===== config.mk =====
export PLATFORM = sky130hd
export DESIGN_NAME = cordic_sched
export DESIGN_NICKNAME = d
export VERILOG_FILES = /design/src/rtl/cordic_sched.sv
export SDC_FILE = /design/constraint.sdc
export NUM_CORES = 1
export LEC_CHECK = 0
export ABC_AREA = 1
export CORE_AREA = 4 4 78 99
export CTS_CLUSTER_DIAMETER = 200
export CTS_CLUSTER_SIZE = 28
export DETAILED_ROUTE_END_ITERATION = 12
export DIE_AREA = 0 0 82 103
export GPL_TIMING_DRIVEN = 0
export PLACE_DENSITY = 0.75
export SETUP_SLACK_MARGIN = 0.1
export SLEW_MARGIN = 15
export SYNTH_ARGS = -nofsm -noshare
export SYNTH_HDL_FRONTEND = slang
export SYNTH_SLANG_ARGS = --single-unit

===== constraint.sdc =====
create_clock -name clock -period 2.2 [get_ports clock]
set_input_delay 0.55 -clock clock [delete_from_list [all_inputs] [get_ports clock]]
set_output_delay 0.55 -clock clock [all_outputs]
set_load 0.01 [all_outputs]

===== src/rtl/cordic_sched.sv =====
// cordic_sched: round-robin front end for the pipelined CORDIC + Kn datapath.
// Two requesters hand in angles over valid/ready. At most one angle is issued
// per cycle. A valid/tag shift register follows each sample through the
// datapath, and a registered output stage returns the result to its owner.
// The datapath clock enable is the single stall point: when the output is
// full and not being taken, everything upstream freezes together.
module cordic_sched #(
  parameter int W       = 12,
  parameter int LATENCY = 23
) (
  input  logic         clock,
  input  logic         reset_n,
  input  logic         req0_valid,
  input  logic [W-1:0] req0_angle,
  output logic         req0_ready,
  input  logic         req1_valid,
  input  logic [W-1:0] req1_angle,
  output logic         req1_ready,
  output logic         pipe_ce,
  output logic [W-1:0] pipe_angle,
  input  logic [W-1:0] pipe_cos,
  input  logic [W-1:0] pipe_sin,
  output logic         res_valid,
  input  logic         res_ready,
  output logic         res_id,
  output logic [W-1:0] res_cos,
  output logic [W-1:0] res_sin,
  output logic         busy
);

  // Arbiter state: the requester that won the most recent issue.
  logic               last_grant_q;
  logic               last_grant_d;

  // In-flight tracking: vld marks a live sample in each datapath stage,
  // tag records which requester owns it.
  logic [LATENCY-1:0] vld_q;
  logic [LATENCY-1:0] vld_d;
  logic [LATENCY-1:0] tag_q;
  logic [LATENCY-1:0] tag_d;

  // Output holding register.
  logic               res_valid_q;
  logic               res_valid_d;
  logic               res_id_q;
  logic               res_id_d;
  logic [W-1:0]       res_cos_q;
  logic [W-1:0]       res_cos_d;
  logic [W-1:0]       res_sin_q;
  logic [W-1:0]       res_sin_d;

  logic               ce;
  logic               any_req;
  logic               grant;
  logic               issue;
  logic               tail_vld;

  // The pipeline advances whenever the output slot is empty or being drained.
  assign ce       = ~res_valid_q | res_ready;
  assign tail_vld = vld_q[LATENCY-1];

  // Round-robin grant: a lone requester always wins; on contention the
  // requester that did not win last time goes first.
  always_comb begin
    any_req      = req0_valid | req1_valid;
    grant        = 1'b0;
    if (req0_valid && req1_valid) begin
      grant = ~last_grant_q;
    end else if (req1_valid) begin
      grant = 1'b1;
    end
    issue        = ce & any_req;
    last_grant_d = issue ? grant : last_grant_q;
  end

  // Datapath input mux: the granted angle, or zero when nobody asks.
  always_comb begin
    pipe_angle = '0;
    if (any_req) begin
      pipe_angle = grant ? req1_angle : req0_angle;
    end
  end

  // Shift-register next state: stage 0 takes the new issue, every other
  // stage takes its predecessor.
  for (genvar gi = 0; gi < LATENCY; gi++) begin : g_track
    if (gi == 0) begin : g_head
      assign vld_d[gi] = issue;
      assign tag_d[gi] = grant;
    end else begin : g_body
      assign vld_d[gi] = vld_q[gi-1];
      assign tag_d[gi] = tag_q[gi-1];
    end
  end

  // Output register next state: capture the datapath tail on every enabled
  // clock; the data fields only change when the tail carries a live sample.
  always_comb begin
    res_valid_d = res_valid_q;
    res_id_d    = res_id_q;
    res_cos_d   = res_cos_q;
    res_sin_d   = res_sin_q;
    if (ce) begin
      res_valid_d = tail_vld;
      if (tail_vld) begin
        res_id_d  = tag_q[LATENCY-1];
        res_cos_d = pipe_cos;
        res_sin_d = pipe_sin;
      end
    end
  end

  // Arbiter and in-flight tracker registers; frozen while the pipeline stalls.
  always_ff @(posedge clock) begin
    if (!reset_n) begin
      last_grant_q <= 1'b1;
      vld_q        <= '0;
      tag_q        <= '0;
    end else if (ce) begin
      last_grant_q <= last_grant_d;
      vld_q        <= vld_d;
      tag_q        <= tag_d;
    end
  end

  // Output holding register.
  always_ff @(posedge clock) begin
    if (!reset_n) begin
      res_valid_q <= 1'b0;
      res_id_q    <= 1'b0;
      res_cos_q   <= '0;
      res_sin_q   <= '0;
    end else begin
      res_valid_q <= res_valid_d;
      res_id_q    <= res_id_d;
      res_cos_q   <= res_cos_d;
      res_sin_q   <= res_sin_d;
    end
  end

  assign req0_ready = issue & ~grant;
  assign req1_ready = issue & grant;
  assign pipe_ce    = ce;
  assign res_valid  = res_valid_q;
  assign res_id     = res_id_q;
  assign res_cos    = res_cos_q;
  assign res_sin    = res_sin_q;
  assign busy       = (|vld_q) | res_valid_q;

endmodule


# After elaboration in Yosys (flattened, before gate mapping)

Index checks and enable logic that the tools add are counted.

Register bits: 73
Input bits: 53

Bitwise gates (word level): 9
Reduce and logical (&&, ||, !) cells: 4
Multiplexer cells: 4

Operators by type and width:

| kind                | number |
|---|---|
| 12-bit 2-to-1 mux   | 2 |
| 23-bit OR reduction | 1 |
| 2-bit AND reduction | 2 |
| 1-bit bitwise AND   | 3 |
| 1-bit NOT           | 3 |
| 1-bit bitwise OR    | 3 |
| 1-bit 2-to-1 mux    | 2 |
| 1-bit logical AND   | 1 |

# Longest topological paths before layout

Depth in word-level cells: 4
Depth in mapped cells: 6

# Worst setup path before layout

Ideal clock, no wire load.

Path type: input port to output port
From: in req0_valid
To: out pipe_angle[10]
Stages on the path: 6
Data required time: 1650 ps
Path slack: 530 ps
Arrival: 1120 ps
Path through: nand2_1 > nand2_1 > inv_1 > buf_2 > nand2_1 > nand2_1

Longest elaborated chain between the ends: 4

Ends and longest elaborated chain:

| item                | RTL line | text |
|---|---|---|
| start, declared     | 13       | `input logic req0_valid,` |
| 1-bit logical AND   | 67       | `if (req0_valid && req1_valid) begin` |
| 1-bit 2-to-1 mux    | 67       |  |
| 12-bit 2-to-1 mux   | 80       | `pipe_angle = grant ? req1_angle : req0_angle;` |
| 12-bit 2-to-1 mux * | 79       | `if (any_req) begin` |
| end, declared       | 20       | `output logic [W-1:0] pipe_angle,` |

Every way passes the cells marked *; elsewhere a longest branch is shown, timed or not.

# Final worst setup path

From: in res_ready
To: out req0_ready

Longest elaborated chain between the ends: 3

Ends and longest elaborated chain:

| item              | RTL line | text |
|---|---|---|
| start, declared   | 24       | `input logic res_ready,` |
| 1-bit bitwise OR  | 59       | `assign ce = ~res_valid_q \| res_ready;` |
| 1-bit bitwise AND | 72       | `issue = ce & any_req;` |
| 1-bit bitwise AND | 141      | `assign req0_ready = issue & ~grant;` |
| end, declared     | 15       | `output logic req0_ready,` |

No other way between the ends.

==> run summary <==
worst-margin pin slew = 478 ps
initial core utilization = 43.9%
Cell Int Power = 2260 uW
run status = complete, no violations
switching power = 610 uW
GRT Residual Overflow = 0
Max stage delay cell, worst path = dlygate4sd2_1
clock share of power = 44.5%
antenna fix cells = 0
Leak = 0.00172 uW
TritonCTS clock tree = built
largest net degree at the start of global routing = 13
worst ir drop on vdd = 0.366 mV
top-area cell type share of the netlist area = 48.9%
FF+latch count, synth = 73
Post-Synthesis Net Count = 465
Routed WL = 7200 um
top cells by count, synth = 154 x nor2_1, 73 x dfxtp_1, 60 x nand2_1, 40 x o21ai_0, 25 x nand3b_1
Pwr Density = 677 nW/um^2
Die X = 82 um
Final Util = 62.3%
CTS buffer count = 9
R2R Setup Slk = 1000 ps
Top FF cell, synth = dfxtp_1
DR DRC count = 0
Max FO, Critical Path = 10
via/cell ratio = 4.82
Crit path buffers/inverters = 3
Max stage delay on crit path = 280 ps
CTS sink count = 73
vias in the first global route = 2843
Avg Synthesized Cell Area = 7.25 um^2
Worst EP arrival = 1550 ps
count leader, synth = nor2_1
global-route wire length before repair = 11700 um
Clk Latency, worst-skew pair = 350 ps
routed len/inst = 11.8 um
critical path's top delay family = buffers and inverters
antenna violations before repair = 0
Gate power share = 8.9%
type of origin of the critical path = input port
layout cell share with drive strength beyond 1 = 10.1%
chip height = 103 um
IO buf count = 93
Distinct cells, synth = 16
Yosys warnings = 0
fin area = 4240 um^2
worst-path cell chain = dlygate4sd2_1 > inv_1 > nand2_4 > o21ai_1 > nor2_1 > dlygate4sd2_1
Mapped Area = 2990 um^2
Post-DRT Antenna Nets = 0
RSZ-0062 raised after global routing = true
synthesis-to-layout area growth = 41.9%
Nets = 571
clk root buf = clkbuf_8
Slew HR = 68.1%
cell row count = 34
Cells after Synth = 412
die area = 8450 um^2
clock slew at reported path FFs = 70 ps
Setup CP Type = in -> out
via count of the routed design = 2954
register area share after synthesis = 48.9%
Post-Route Skew = 6.52 ps
Max-Cap Viols = 0
switching share of total power = 21.3%
core area = 6810 um^2
ranking of synthesized cells by area = dfxtp_1 49%, nor2_1 19%, nand2_1 7.5%
CTS max path bufs = 2
Setup crit end kind = output pin
minimum clock period = 2100 ps
Crit path required time = 1650 ps
Synth area leader = dfxtp_1
I/O pin count = 95
Top cell by count, worst path = dlygate4sd2_1
Flop pwr share = 46.6%
fin. max-slew vios = 0
fmax = 475 MHz
crit share post-route = 95.7%
Final setup viols = 0
dpl cells = 595
ys async rst share = 0%
Min-Delay Path Class = reg -> reg
drt first-iter violations = 104
Post-DP Area = 4030 um^2
routability cong. = 0.761
EDFF count, synth = 0
Cell Count, Final, Fillers Out = 613
Pre-Repair DR Iteration Count = 4
GRT Total Usage = 17.4%
HPWL after DPL = 5340 um
Design Power = 2870 uW
CTS H-tree depth = 3
final hold vios = 0
## repair_timing
action | in CTS | in global routing
pin swaps | 1 | 1
buffers inserted | 1 | 1
cloned | 0 | 0
setup endpoints to repair | 16 | 15
hold endpoints to repair | 0 | 0
hold buffers | 0 | 0
gates resized for setup | 31 | 26
## metrics by stage
step / setup slack (ps) / hold WS [ps] / TNS (ps)
floorplan: 530 / 429 / 0
finish: 95.2 / 476 / 0
global placement: -612 / 445 / -8050
detailed placement: -632 / 457 / -8280
CTS: 15.8 / 472 / 0
global route: 15.9 / 492 / 0
## routing by layer
metal	up-vias	GRT usage (%)	wire (um)
met5	-	0	0
li1	1521	-	-
met2	102	31.4	3420
met1	1318	18.9	3020
met4	0	6.78	120
met3	13	5.24	642
## cell families (layout without fill, tap and decap cells)
group	Yosys count	count (layout)	synth area share (%)
AND/OR/NAND/NOR	257	257	36.8
flip-flops	73	73	48.9
AO/OA/AOI/OAI	48	48	8.04
buffers and inverters	34	145	6.20
## worst reg2reg max path, cell delays in order (launching register included)
cell and delay (ps):
dfxtp_1 320, buf_4 170, inv_1 90, nor2_4 200
buf_4 210, nor2_1 60, nor2_1 100
## sequential cells by signal (all words and copies together), names as in the netlist
signal and cells:
res_sin 12, res_cos 12, tag_q 23, vld_q 23, res_id 1, last_grant_q 1
res_valid 1
## power by group through the flow
stage,registers [uW],clock network [uW],logic (uW)
final,1330,1280,256
after global routing,1340,1340,282
after CTS,1330,1290,262
after detailed placement,1370,0,272
after global placement,1370,0,270
after floorplan,1360,0,109
## layout by cell type, fill, tap and decap left out, types with 6 or more instances in the layout
cell type,synthesis,final
buf_6,5,7
o21ai_1,5,6
buf_4,3,6
dlygate4sd2_1,0,6
nand2_1,60,58
clkbuf_1,13,13
dfxtp_1,73,73
nand3b_1,25,25
o21ai_0,40,39
clkbuf_8,0,10
nor2_1,154,154
nand3_1,15,15
clkbuf_2,0,12
clkdlybuf4s50_1,0,74
buf_2,7,6
## worst paths after layout
kind,depth (start not counted),startpoint,end
min reg2reg,2,tag_q[0],tag_q[0]
max,6,res_ready,req0_ready
min,2,tag_q[0],tag_q[0]
max reg2reg,6,vld_q[22],res_sin[2]
## final cells by class
| cell class | instances | area [um^2] |
|---|---|---|
| flip-flops and latches | 73 | 1460 |
| multi-input cells | 305 | 1350 |
| inverters | 6 | 22.5 |
| clock inverters | 5 | 103 |
| well taps | 90 | 113 |
| plain buffers | 28 | 179 |
| fillers | 625 | 2570 |
| repair buffers | 95 | 873 |
| clock buffers | 11 | 141 |
(Power assumes the default switching activity.)
